[config.mk]
export PLATFORM = sky130hd
export DESIGN_NAME = max3421_spi_arbiter
export DESIGN_NICKNAME = d
export VERILOG_FILES = /design/src/rtl/max3421_spi_arbiter.sv
export SDC_FILE = /design/constraint.sdc
export NUM_CORES = 1
export LEC_CHECK = 0
export ABC_AREA = 0
export ABC_CLOCK_PERIOD_IN_PS = 2600
export CAP_MARGIN = 5
export CORE_MARGIN = 8
export CORE_UTILIZATION = 29
export DETAILED_ROUTE_END_ITERATION = 12
export PLACE_DENSITY = 0.61
export REMOVE_ABC_BUFFERS = 1
export SLEW_MARGIN = 20
export SYNTH_ARGS = -nofsm -noshare
export SYNTH_HDL_FRONTEND = slang
export SYNTH_SLANG_ARGS = --single-unit
[constraint.sdc]
create_clock -name clk_in -period 2.6 [get_ports clk_in]
set_clock_uncertainty 0.05 [all_clocks]
set_input_delay 0.39 -clock clk_in [delete_from_list [all_inputs] [get_ports clk_in]]
set_output_delay 0.39 -clock clk_in [all_outputs]
set_load 0.01 [all_outputs]
[src/rtl/max3421_spi_arbiter.sv]
// Round-robin arbiter sharing one MAX3421 SPI link between the init sequencer (req0)
// and the interrupt poller (req1); drives the write/read engines and muxes their pins.
module max3421_spi_arbiter #(
    parameter int unsigned TIMEOUT_CYCLES = 255
) (
    input  logic        clk_in,
    input  logic        rst_n_in,
    input  logic [1:0]  req_valid_in,
    input  logic [1:0]  req_write_in,
    input  logic [9:0]  req_addr_in,
    input  logic [15:0] req_data_in,
    output logic [1:0]  req_ready_out,
    output logic [1:0]  resp_valid_out,
    output logic [7:0]  resp_data_out,
    output logic        resp_err_out,
    output logic [15:0] wr_msg_out,
    output logic        wr_valid_out,
    input  logic        wr_done_in,
    input  logic        wr_n_ss_in,
    input  logic        wr_mosi_in,
    input  logic        wr_sclk_in,
    output logic [8:0]  rd_msg_out,
    output logic        rd_valid_out,
    input  logic        rd_valid_in,
    input  logic [7:0]  rd_byte_in,
    input  logic        rd_n_ss_in,
    input  logic        rd_mosi_in,
    input  logic        rd_sclk_in,
    output logic        n_ss_out,
    output logic        mosi_out,
    output logic        sclk_out,
    output logic        busy_out
);

    localparam int unsigned TIMER_W = 8;
    localparam logic [TIMER_W-1:0] TIMEOUT = TIMER_W'(TIMEOUT_CYCLES);

    typedef enum logic [2:0] {
        IDLE, WR_START, WR_WAIT, RD_START, RD_WAIT, RESP
    } state_e;

    state_e             state_q, state_d;
    logic               rr_last_q, rr_last_d;
    logic               gnt_q, gnt_d;
    logic [1:0]         ready_q, ready_d;
    logic [1:0]         resp_valid_q, resp_valid_d;
    logic [7:0]         resp_data_q, resp_data_d;
    logic               resp_err_q, resp_err_d;
    logic [15:0]        wr_msg_q, wr_msg_d;
    logic               wr_valid_q, wr_valid_d;
    logic [8:0]         rd_msg_q, rd_msg_d;
    logic               rd_valid_q, rd_valid_d;
    logic               busy_q, busy_d;
    logic [TIMER_W-1:0] timer_q, timer_d;

    logic               g_c;
    logic [4:0]         addr_c;
    logic [7:0]         data_c;
    logic               wr_c;
    logic [7:0]         cmd_c;
    logic [1:0]         gnt_oh_c;

    // Engines shift bit 0 first while the MAX3421 expects MSB first.
    function automatic logic [7:0] rev8(input logic [7:0] v);
        logic [7:0] r;
        r = '0;
        for (int i = 0; i < 8; i++) r[i] = v[7-i];
        return r;
    endfunction

    // Round-robin pick and the winner's command fields.
    always_comb begin
        g_c      = (req_valid_in == 2'b11) ? ~rr_last_q : req_valid_in[1];
        addr_c   = g_c ? req_addr_in[9:5] : req_addr_in[4:0];
        data_c   = g_c ? req_data_in[15:8] : req_data_in[7:0];
        wr_c     = g_c ? req_write_in[1] : req_write_in[0];
        cmd_c    = {addr_c, 1'b0, wr_c, 1'b0};
        gnt_oh_c = gnt_q ? 2'b10 : 2'b01;
    end

    always_comb begin
        state_d      = state_q;
        rr_last_d    = rr_last_q;
        gnt_d        = gnt_q;
        ready_d      = 2'b00;
        resp_valid_d = 2'b00;
        resp_data_d  = resp_data_q;
        resp_err_d   = resp_err_q;
        wr_msg_d     = wr_msg_q;
        wr_valid_d   = wr_valid_q;
        rd_msg_d     = rd_msg_q;
        rd_valid_d   = rd_valid_q;
        busy_d       = busy_q;
        timer_d      = timer_q;
        case (state_q)
            IDLE: begin
                if (|req_valid_in) begin
                    ready_d   = g_c ? 2'b10 : 2'b01;
                    gnt_d     = g_c;
                    rr_last_d = g_c;
                    busy_d    = 1'b1;
                    if (wr_c) begin
                        wr_msg_d = {rev8(data_c), rev8(cmd_c)};
                        state_d  = WR_START;
                    end else begin
                        rd_msg_d = {1'b0, rev8(cmd_c)};
                        state_d  = RD_START;
                    end
                end
            end
            WR_START: begin
                wr_valid_d = 1'b1;
                timer_d    = '0;
                state_d    = WR_WAIT;
            end
            RD_START: begin
                rd_valid_d = 1'b1;
                timer_d    = '0;
                state_d    = RD_WAIT;
            end
            WR_WAIT: begin
                if (wr_done_in || timer_q == TIMEOUT) begin
                    wr_valid_d   = 1'b0;
                    resp_data_d  = 8'h00;
                    resp_err_d   = ~wr_done_in;
                    resp_valid_d = gnt_oh_c;
                    state_d      = RESP;
                end else begin
                    timer_d = timer_q + TIMER_W'(1);
                end
            end
            RD_WAIT: begin
                if (rd_valid_in || timer_q == TIMEOUT) begin
                    rd_valid_d   = 1'b0;
                    resp_data_d  = rd_valid_in ? rd_byte_in : 8'h00;
                    resp_err_d   = ~rd_valid_in;
                    resp_valid_d = gnt_oh_c;
                    state_d      = RESP;
                end else begin
                    timer_d = timer_q + TIMER_W'(1);
                end
            end
            RESP: begin
                busy_d  = 1'b0;
                state_d = IDLE;
            end
            default: state_d = IDLE;
        endcase
    end

    always_ff @(posedge clk_in or negedge rst_n_in) begin
        if (!rst_n_in) begin
            state_q      <= IDLE;
            rr_last_q    <= 1'b1;
            gnt_q        <= 1'b0;
            ready_q      <= 2'b00;
            resp_valid_q <= 2'b00;
            resp_data_q  <= 8'h00;
            resp_err_q   <= 1'b0;
            wr_msg_q     <= 16'h0000;
            wr_valid_q   <= 1'b0;
            rd_msg_q     <= 9'h000;
            rd_valid_q   <= 1'b0;
            busy_q       <= 1'b0;
            timer_q      <= '0;
        end else begin
            state_q      <= state_d;
            rr_last_q    <= rr_last_d;
            gnt_q        <= gnt_d;
            ready_q      <= ready_d;
            resp_valid_q <= resp_valid_d;
            resp_data_q  <= resp_data_d;
            resp_err_q   <= resp_err_d;
            wr_msg_q     <= wr_msg_d;
            wr_valid_q   <= wr_valid_d;
            rd_msg_q     <= rd_msg_d;
            rd_valid_q   <= rd_valid_d;
            busy_q       <= busy_d;
            timer_q      <= timer_d;
        end
    end

    assign req_ready_out  = ready_q;
    assign resp_valid_out = resp_valid_q;
    assign resp_data_out  = resp_data_q;
    assign resp_err_out   = resp_err_q;
    assign wr_msg_out     = wr_msg_q;
    assign wr_valid_out   = wr_valid_q;
    assign rd_msg_out     = rd_msg_q;
    assign rd_valid_out   = rd_valid_q;
    assign busy_out       = busy_q;

    // Idle engines hold n_ss high and sclk low, so AND/OR merging is glitch-free.
    assign n_ss_out = wr_n_ss_in & rd_n_ss_in;
    assign sclk_out = wr_sclk_in | rd_sclk_in;
    assign mosi_out = (state_q == RD_START || state_q == RD_WAIT) ? rd_mosi_in : wr_mosi_in;

endmodule

======== After elaboration in Yosys (flattened, before gate mapping) ========
Index checks and enable logic that the tools add are counted.
cells by class
  shift operators ......................... 0
  reduce and logical (&&, ||, !) cells .... 20
  bitwise operators ....................... 6
  multipliers ............................. 0
  add/subtract/negate cells ............... 1
  mux-type cells .......................... 33
  div/mod/pow operators ................... 0
  equal/unequal tests ..................... 12
  $lt $le $gt $ge ......................... 0
operator list
  cell                                                  number
  2-to-1 mux 8 bit                                      6
  one-hot mux 8 bit (3 select lines)                    1
  one-hot mux 8 bit (2 select lines)                    1
  one-hot mux 3 bit (5 select lines)                    1
  AND reduction 3 bit                                   5
  2-to-1 mux 2 bit                                      7
  != test 2 bit (second input constant)                 5
  2-to-1 mux 3 bit                                      3
  adder 8 x 1 -> 8 bit (second input constant)          1
  equality test 8 bit (second input constant)           1
  2-to-1 mux 1 bit                                      8
  one-hot mux 1 bit (2 select lines)                    4
  AND reduction 2 bit                                   4
  nonzero test 2 bit                                    4
  equality test 3 x 2 -> 1 bit (second input constant)  2
  equality test 3 bit (second input constant)           2
  2-to-1 mux 5 bit                                      1
  inverter 1 bit                                        4
  one-hot mux 2 bit (2 select lines)                    1
  OR reduction 2 bit                                    2
  equality test 3 x 1 -> 1 bit (second input constant)  1
  zero test 3 bit                                       1
  logical OR 1 bit                                      3
  nonzero test 3 bit                                    1
  other kinds (3)                                       3
word-level totals
  memories kept ........................... 0
  output and inout bits ................... 44
  register bits ........................... 48
  input bits .............................. 48
  latch bits .............................. 0
  bits in read-only memories .............. 0
  memory bits (writable) .................. 0
  logic and storage cells ................. 85

======== Logic depth before layout (Yosys ltp) ========
Gate-level depths: netlist of run 1.
  depth in word-level cells ............... 6
  gate-level depth with buffers ........... 7

======== Worst setup path before layout of run 1 ========
No wires, ideal clock.
  path type ............................... flip-flop to flip-flop
  from .................................... register timer_q[0]
  to ...................................... register resp_data_q[1], in the netlist resp_data_out[1]
  buffers on the path ..................... 2
  data arrival time ....................... 1.694 ns
  setup slack ............................. 0.735 ns
  period minus slack after synthesis ...... 1.865 ns
  setup time .............................. 0.121 ns
  stages on the path, launching flop included .. 8
  cells stage by stage .................... dfrtp_1 > ha_1 > and4_1 > buf_6 > a21oi_4 > o32a_4 > buf_6 > a22o_1
between the ends
  cells in the longest elaborated chain, start to end .. 4
ends and longest elaborated chain
  item                                        RTL line  source
  start, declared                             54        logic [TIMER_W-1:0] timer_q, timer_d;
  start signal, assigned                      179       timer_q <= timer_d;
  equality test 8 bit *                       122, 133
  logical OR 1 bit, on equally long branches  133, 122
  != test 2 bit (no source line)              -
  AND reduction 3 bit (no source line) *      -
  end signal, assigned                        172       resp_data_q <= resp_data_d;
  end, declared                               47        logic [7:0] resp_data_q, resp_data_d;
Every way passes the cells marked *; elsewhere a longest branch is shown, timed or not.
A chain may end at the register's enable or synchronous reset.

======== Worst setup path in the final report of run 1 ========
  from .................................... register state_q[1]
  to ...................................... output mosi_out
between the ends
  cells in the longest elaborated chain, start to end .. 3
ends and longest elaborated chain
  item                                                                        RTL line  source
  start, declared                                                             42        state_e state_q, state_d;
  start signal, assigned                                                      167       state_q <= state_d;
  equality test 3 x 2 -> 1 bit / equality test 3 bit (equally long branches)  196       assign mosi_out = (state_q == RD_START || state_q == RD_WAIT) ? rd_mosi_in : wr_mosi_in;
  logical OR 1 bit *                                                          196
  2-to-1 mux 1 bit *                                                          196
  end, declared                                                               30        output logic mosi_out,
Marks and branches as above.

==> flow_summary.toml, run 1 <==
[outcome]
outcome = "finished clean"

[cells_and_area]
final_area_um2 = 3410
multi_input_area_um2 = 1070
seq_area_um2 = 1200
drive_gt1_frac = 0.224
antenna-diode-count = 0
fillers = 803
nets = 338
syn2layout_area_growth_pct = 42.4

[synthesis]
synth_commonest_cells = "dfrtp_1, mux2_2, a21oi_1, a31oi_1, buf_4"
synth_flop_cell = "dfrtp_1"
netlist_area_um2 = 2390
avgSynthCellArea_um2 = 11.8
synth_most_common_cell = "dfrtp_1"
netlist.area_leader.share = 0.491
synth_area_leaders = "dfrtp_1, mux2_2, a31oi_1"
synth_cell_types = 48
seq_area_frac_synth = 0.502
ys_ff_latch = 48
synthCells = 203
synth-edff-count = 0
async_reset_ff_frac = 1.00
ys_warn_count = 0
synth_area_leader_cell = "dfrtp_1"

[floorplan]
coreArea_um2 = 8090
die-area_um2 = 11400
die-width_um = 107
ios = 92
rows = 33
initial_core_util = 0.296
die_y_um = 107

[placement]
placed_cell_area_um2 = 3310
dp_hpwl_mm = 4.82
place.gp.congestion = 0.808
io_buffers = 85

[worst_setup_path]
worstPathArrival_ps = 1990
startpoint_type = "flip-flop"
cp_slowest_cell = "clkdlybuf4s50_1"
crit_type = "flip-flop to primary output"
cp_max_fo = 13
crit_required_ps = 2160
crit_chain = "or2_2, o22ai_1, a221oi_1, clkdlybuf4s50_1"
critical_path.top_delay_family = "buffers and inverters"
cp.buffers_inverters = 1
critical-path-max-stage-delay_ps = 590
critPathCaptureType = "primary output"

[sta]
setup_viol = 0
hold_violations = 0
min_period_ps = 2430
slew_headroom = 0.631
timing.fmax_ghz = 0.412
tns_ps = 0
fin_crit_sh = 0.934
holdWs_ps = 17.9
worst_pin_slew_ps = 550
rsz0062_at_grt = "no"
slew_viol_final = 0

[route]
ant_nets = 0
num_vias = 1903
drcViolationCount = 0
drtIter0Drc = 69
viasPerCell = 4.82
wl_mm = 6.25
drt_first_pass_iters = 6
wl_per_cell_um = 15.8

[global_routing]
grt_pass1_vias = 2072
grt_start_max_net_pins = 25
antenna_found_initial = 0
globalRouteTotalUtil = 0.115
grt_pass1_wl_mm = 10.6
overflow = 0

[clock_network]
cts_sinks = 48
postCtsSetupBuffers = 0
h-tree-depth = 2
cts_made_buffers = 5
ctsHoldBuffers = 0
clockRootBuffer = "clkbuf_8"
clkTransAtPathRegs_ps = 90
cts_tree = "built"
insertion_delay_ps = 300
cts_buffer_depth = 2
cts_resized = 0

[pwr]
peakVddDrop_mv = 0.420
p_leak_uw = 0.00139
power_density_nw_per_um2 = 976
finalPower_uw = 3330

[hold_path]
hold_class = "input pin to asynchronous set/reset pin"

[job]
drv_cap = 0
-- worst paths after layout --
path | endpoint | slack [ps] | cells past startpoint | start
setup / recovery | mosi_out | 170 | 4 | state_q[1]
hold / removal | resp_err_out | 20 | 1 | rst_n_in
setup reg to reg | resp_err_out | 500 | 5 | timer_q[1]
hold reg to reg | resp_valid_out[0] | 410 | 1 | gnt_q
max in group asynchronous | rr_last_q | 1850 | 2 | rst_n_in
min in group clk_in | resp_valid_out[0] | 410 | 1 | gnt_q
-- power by group --
group	internal [uW]	total [uW]	switching, uW
combinational	909	1600	695
sequential	1040	1250	205
clock	218	475	257
total	2170	3330	1160
-- cell type report --
cell class | count | area share
Clock buffer | 6 | 0.0242
Timing Repair Buffer | 91 | 0.261
Sequential cell | 48 | 0.353
Inverter | 4 | 0.00440
Clock inverter | 2 | 0.00404
Tap cell | 105 | 0.0385
Multi-Input combinational cell | 139 | 0.315
-- registers in the layout, summed over array words and instances, names as in the netlist --
| register | cells |
|---|---|
| busy_out | 1 |
| rd_valid_out | 1 |
| req_ready_out | 2 |
| timer_q | 8 |
| resp_err_out | 1 |
| rd_msg_out | 5 |
| wr_valid_out | 1 |
| resp_data_out | 8 |
| state_q | 3 |
| rr_last_q | 1 |
| resp_valid_out | 2 |
| wr_msg_out | 14 |
| gnt_q | 1 |
-- layer usage --
layer  track usage  vias up  share of wire
li1              -      900              -
met1         0.137      920           0.42
met2         0.182       77           0.46
met3        0.0534        6           0.10
met4        0.0281        0          0.010
met5             0        -              0
-- kinds of logic (layout without fill, tap and decap cells) --
logic type,Yosys count,after routing,share of synthesized area
simple gates,45,45,0.112
fa+ha+maj,1,1,0.00522
buf+inv,21,103,0.0575
mux,34,34,0.159
flops,48,48,0.502
other cells,1,6,0.00157
compound gates,53,53,0.163
-- layout by cell type (no fill, tap or decap), types with 2 or more instances in the layout --
cell type and n:
nor3_1 2, dfrtp_1 47, inv_1 4, mux2_2 30, mux2i_1 2, clkbuf_8 6
nand2_1 8, o21ai_0 6, or3b_2 2, o22ai_1 3, nor2_1 5, buf_4 6
nand3_1 4, or2_2 3, and2_1 3, a211oi_1 2, mux2_1 2, a22o_1 7
a21o_1 2, nand2b_1 6, a31oi_1 11, a21oi_1 11, clkdlybuf4s50_1 84, and3_2 3
conb_1 6
-- metrics by stage --
step,setup WS [ps],instances,util
floorplan,728,191,-
global placement,275,387,0.409
detailed placement,199,387,0.409
CTS,144,395,0.421
global route,26.1,395,0.421
finish,171,395,0.421
Note: power is estimated with default switching activity, not from simulation.
==> inputs of run 2 (changes only) <==
--- a/config.mk
+++ b/config.mk
@@ -9,9 +9,9 @@
 export ABC_CLOCK_PERIOD_IN_PS = 2600
 export CAP_MARGIN = 5
 export CORE_MARGIN = 8
-export CORE_UTILIZATION = 29
+export CORE_UTILIZATION = 44
 export DETAILED_ROUTE_END_ITERATION = 12
-export PLACE_DENSITY = 0.61
+export PLACE_DENSITY = 0.84
 export REMOVE_ABC_BUFFERS = 1
 export SLEW_MARGIN = 20
 export SYNTH_ARGS = -nofsm -noshare
==> run 2 against run 1 <==
- critical path depth grew 1
- sequential power barely moved
- routed wire length shrank 3.2%
- core utilization rose by 21 points
- first-iteration DRC count grew 5.8%
- global-route usage is 3.6 points higher
==> flow_summary.toml, run 2 (same netlist as run 1, synthesis figures left out) <==
[clock_network]
h-tree-depth = 2
cts_sinks = 48
ctsHoldBuffers = 0
clockRootBuffer = "clkbuf_8"
cts_resized = 0
postCtsSetupBuffers = 0
clkTransAtPathRegs_ps = 90
insertion_delay_ps = 300
cts_made_buffers = 5
cts_tree = "built"
cts_buffer_depth = 2

[job]
drv_cap = 0

[sta]
timing.fmax_ghz = 0.401
slew_headroom = 0.568
setup_ws_ps = 105
fin_crit_sh = 0.960
worst_pin_slew_ps = 648
slew_viol_final = 0
tns_ps = 0
hold_violations = 0
holdWs_ps = 53.7
rsz0062_at_grt = "no"
min_period_ps = 2500
setup_viol = 0

[cells_and_area]
final_area_um2 = 3370
antenna-diode-count = 0
drive_gt1_frac = 0.224
syn2layout_area_growth_pct = 40.6
nets = 338
layout_common_cells = "clkdlybuf4s50_1, dfrtp_1, mux2_2, a21oi_1, a31oi_1"
final_common_cell = "clkdlybuf4s50_1"
largest_reg_flops = 14

[route]
drcViolationCount = 0
viasPerCell = 5.23
drt_first_pass_iters = 4
drtIter0Drc = 73
num_vias = 1892
ant_nets = 0
wl_mm = 6.05
wl_per_cell_um = 16.7

[floorplan]
die_y_um = 89.8
die-width_um = 89.8
initial_core_util = 0.446
rows = 27
coreArea_um2 = 5370
ios = 92
die-area_um2 = 8060

[worst_setup_path]
cp_slowest_cell = "clkdlybuf4s50_1"
critPathCaptureType = "primary output"
crit_chain = "inv_1, or3_1, o21ai_0, a221oi_1, clkdlybuf4s50_1"
worstPathArrival_ps = 2060
cp_max_fo = 6
crit_required_ps = 2160
regToRegSetupSlack_ps = 490
r2r_end = "resp_err_out"
timing.rr.start = "timer_q[0]"
critical_path.top_delay_family = "buffers and inverters"
crit_type = "flip-flop to primary output"
r2r_cells = 5
cp.buffers_inverters = 2
startpoint_type = "flip-flop"
critical-path-max-stage-delay_ps = 600

[global_routing]
antenna_found_initial = 0
overflow = 0
grt_start_max_net_pins = 29
grt_pass1_wl_mm = 10.1
globalRouteTotalUtil = 0.151
grt_pass1_vias = 1997

[outcome]
outcome = "finished clean"

[placement]
placed_cell_area_um2 = 3270
io_buffers = 85
place.gp.congestion = 0.834
dp_slack_ps = 238
dp_hpwl_mm = 4.62

[pwr]
power_density_nw_per_um2 = 983
p_leak_uw = 0.00138
peakVddDrop_mv = 0.637

[hold_path]
hold_class = "input pin to asynchronous set/reset pin"
[run 2: changes by cell type in the layout (fill, tap and decap cells not counted)]
cell / before / now
dfrtp_1: 47 / 46
inv_6: 1 / 0
clkbuf_1: 0 / 1
dfrtp_2: 0 / 1
clkinvlp_4: 0 / 1
clkinv_2: 1 / 0
[run 2: final cells by class]
| type | instances | area, um^2 |
|---|---|---|
| clock buffer | 7 | 86.3 |
| clock inverter | 1 | 7.51 |
| fill | 438 | 2000 |
| inverter | 4 | 15.0 |
| multi-input combinational | 139 | 1070 |
| sequential | 48 | 1200 |
| tap | 72 | 90.1 |
| timing repair buffer | 91 | 891 |
[run 2: where the power goes]
group | total (uW) | switching [uW] | internal [uW] | leakage [uW]
Clock | 463 | 247 | 216 | 0.0000445
Sequential | 1270 | 227 | 1040 | 0.000596
Combinational | 1570 | 670 | 904 | 0.000743
Total | 3310 | 1140 | 2170 | 0.00138
[run 2: worst max path at each step]
stage	startpoint	end	cells past startpoint
floorplan	timer_q[0]	resp_err_out	5
global placement	rd_mosi_in	mosi_out	5
detailed placement	rd_mosi_in	mosi_out	5
CTS	state_q[1]	mosi_out	4
global route	state_q[0]	mosi_out	5
finish	state_q[0]	mosi_out	5
[run 2: worst reg2reg max path: cells and delay by family (launching register included)]
kind,cells,cell delay (ps)
flops,1,420
fa+ha+maj,1,280
mux,1,290
simple gates,1,400
compound gates,2,560
[run 2: per-layer routing]
layer	part of all wire	GRT usage	vias up
met5	0	0	-
met4	0.012	0.0564	0
met3	0.048	0.0382	4
met2	0.51	0.256	49
met1	0.43	0.179	939
li1	-	-	900
[run 2: per-stage QoR]
step | instances | utilization | power, uW
5_1_grt | 362 | 0.627 | 3530
3_5_place_dp | 354 | 0.609 | 2860
3_3_place_gp | 354 | 0.609 | 2820
6_report | 362 | 0.627 | 3310
4_1_cts | 362 | 0.627 | 3340
2_1_floorplan | 191 | - | 2050
==> inputs of run 3 (changes only) <==
--- a/config.mk
+++ b/config.mk
@@ -7,7 +7,6 @@
 export LEC_CHECK = 0
 export ABC_AREA = 0
 export ABC_CLOCK_PERIOD_IN_PS = 2600
-export CAP_MARGIN = 5
 export CORE_MARGIN = 8
 export CORE_UTILIZATION = 44
 export DETAILED_ROUTE_END_ITERATION = 12
==> results of run 3 <==
Final layout, timing and power as in run 2 (identical DEF).
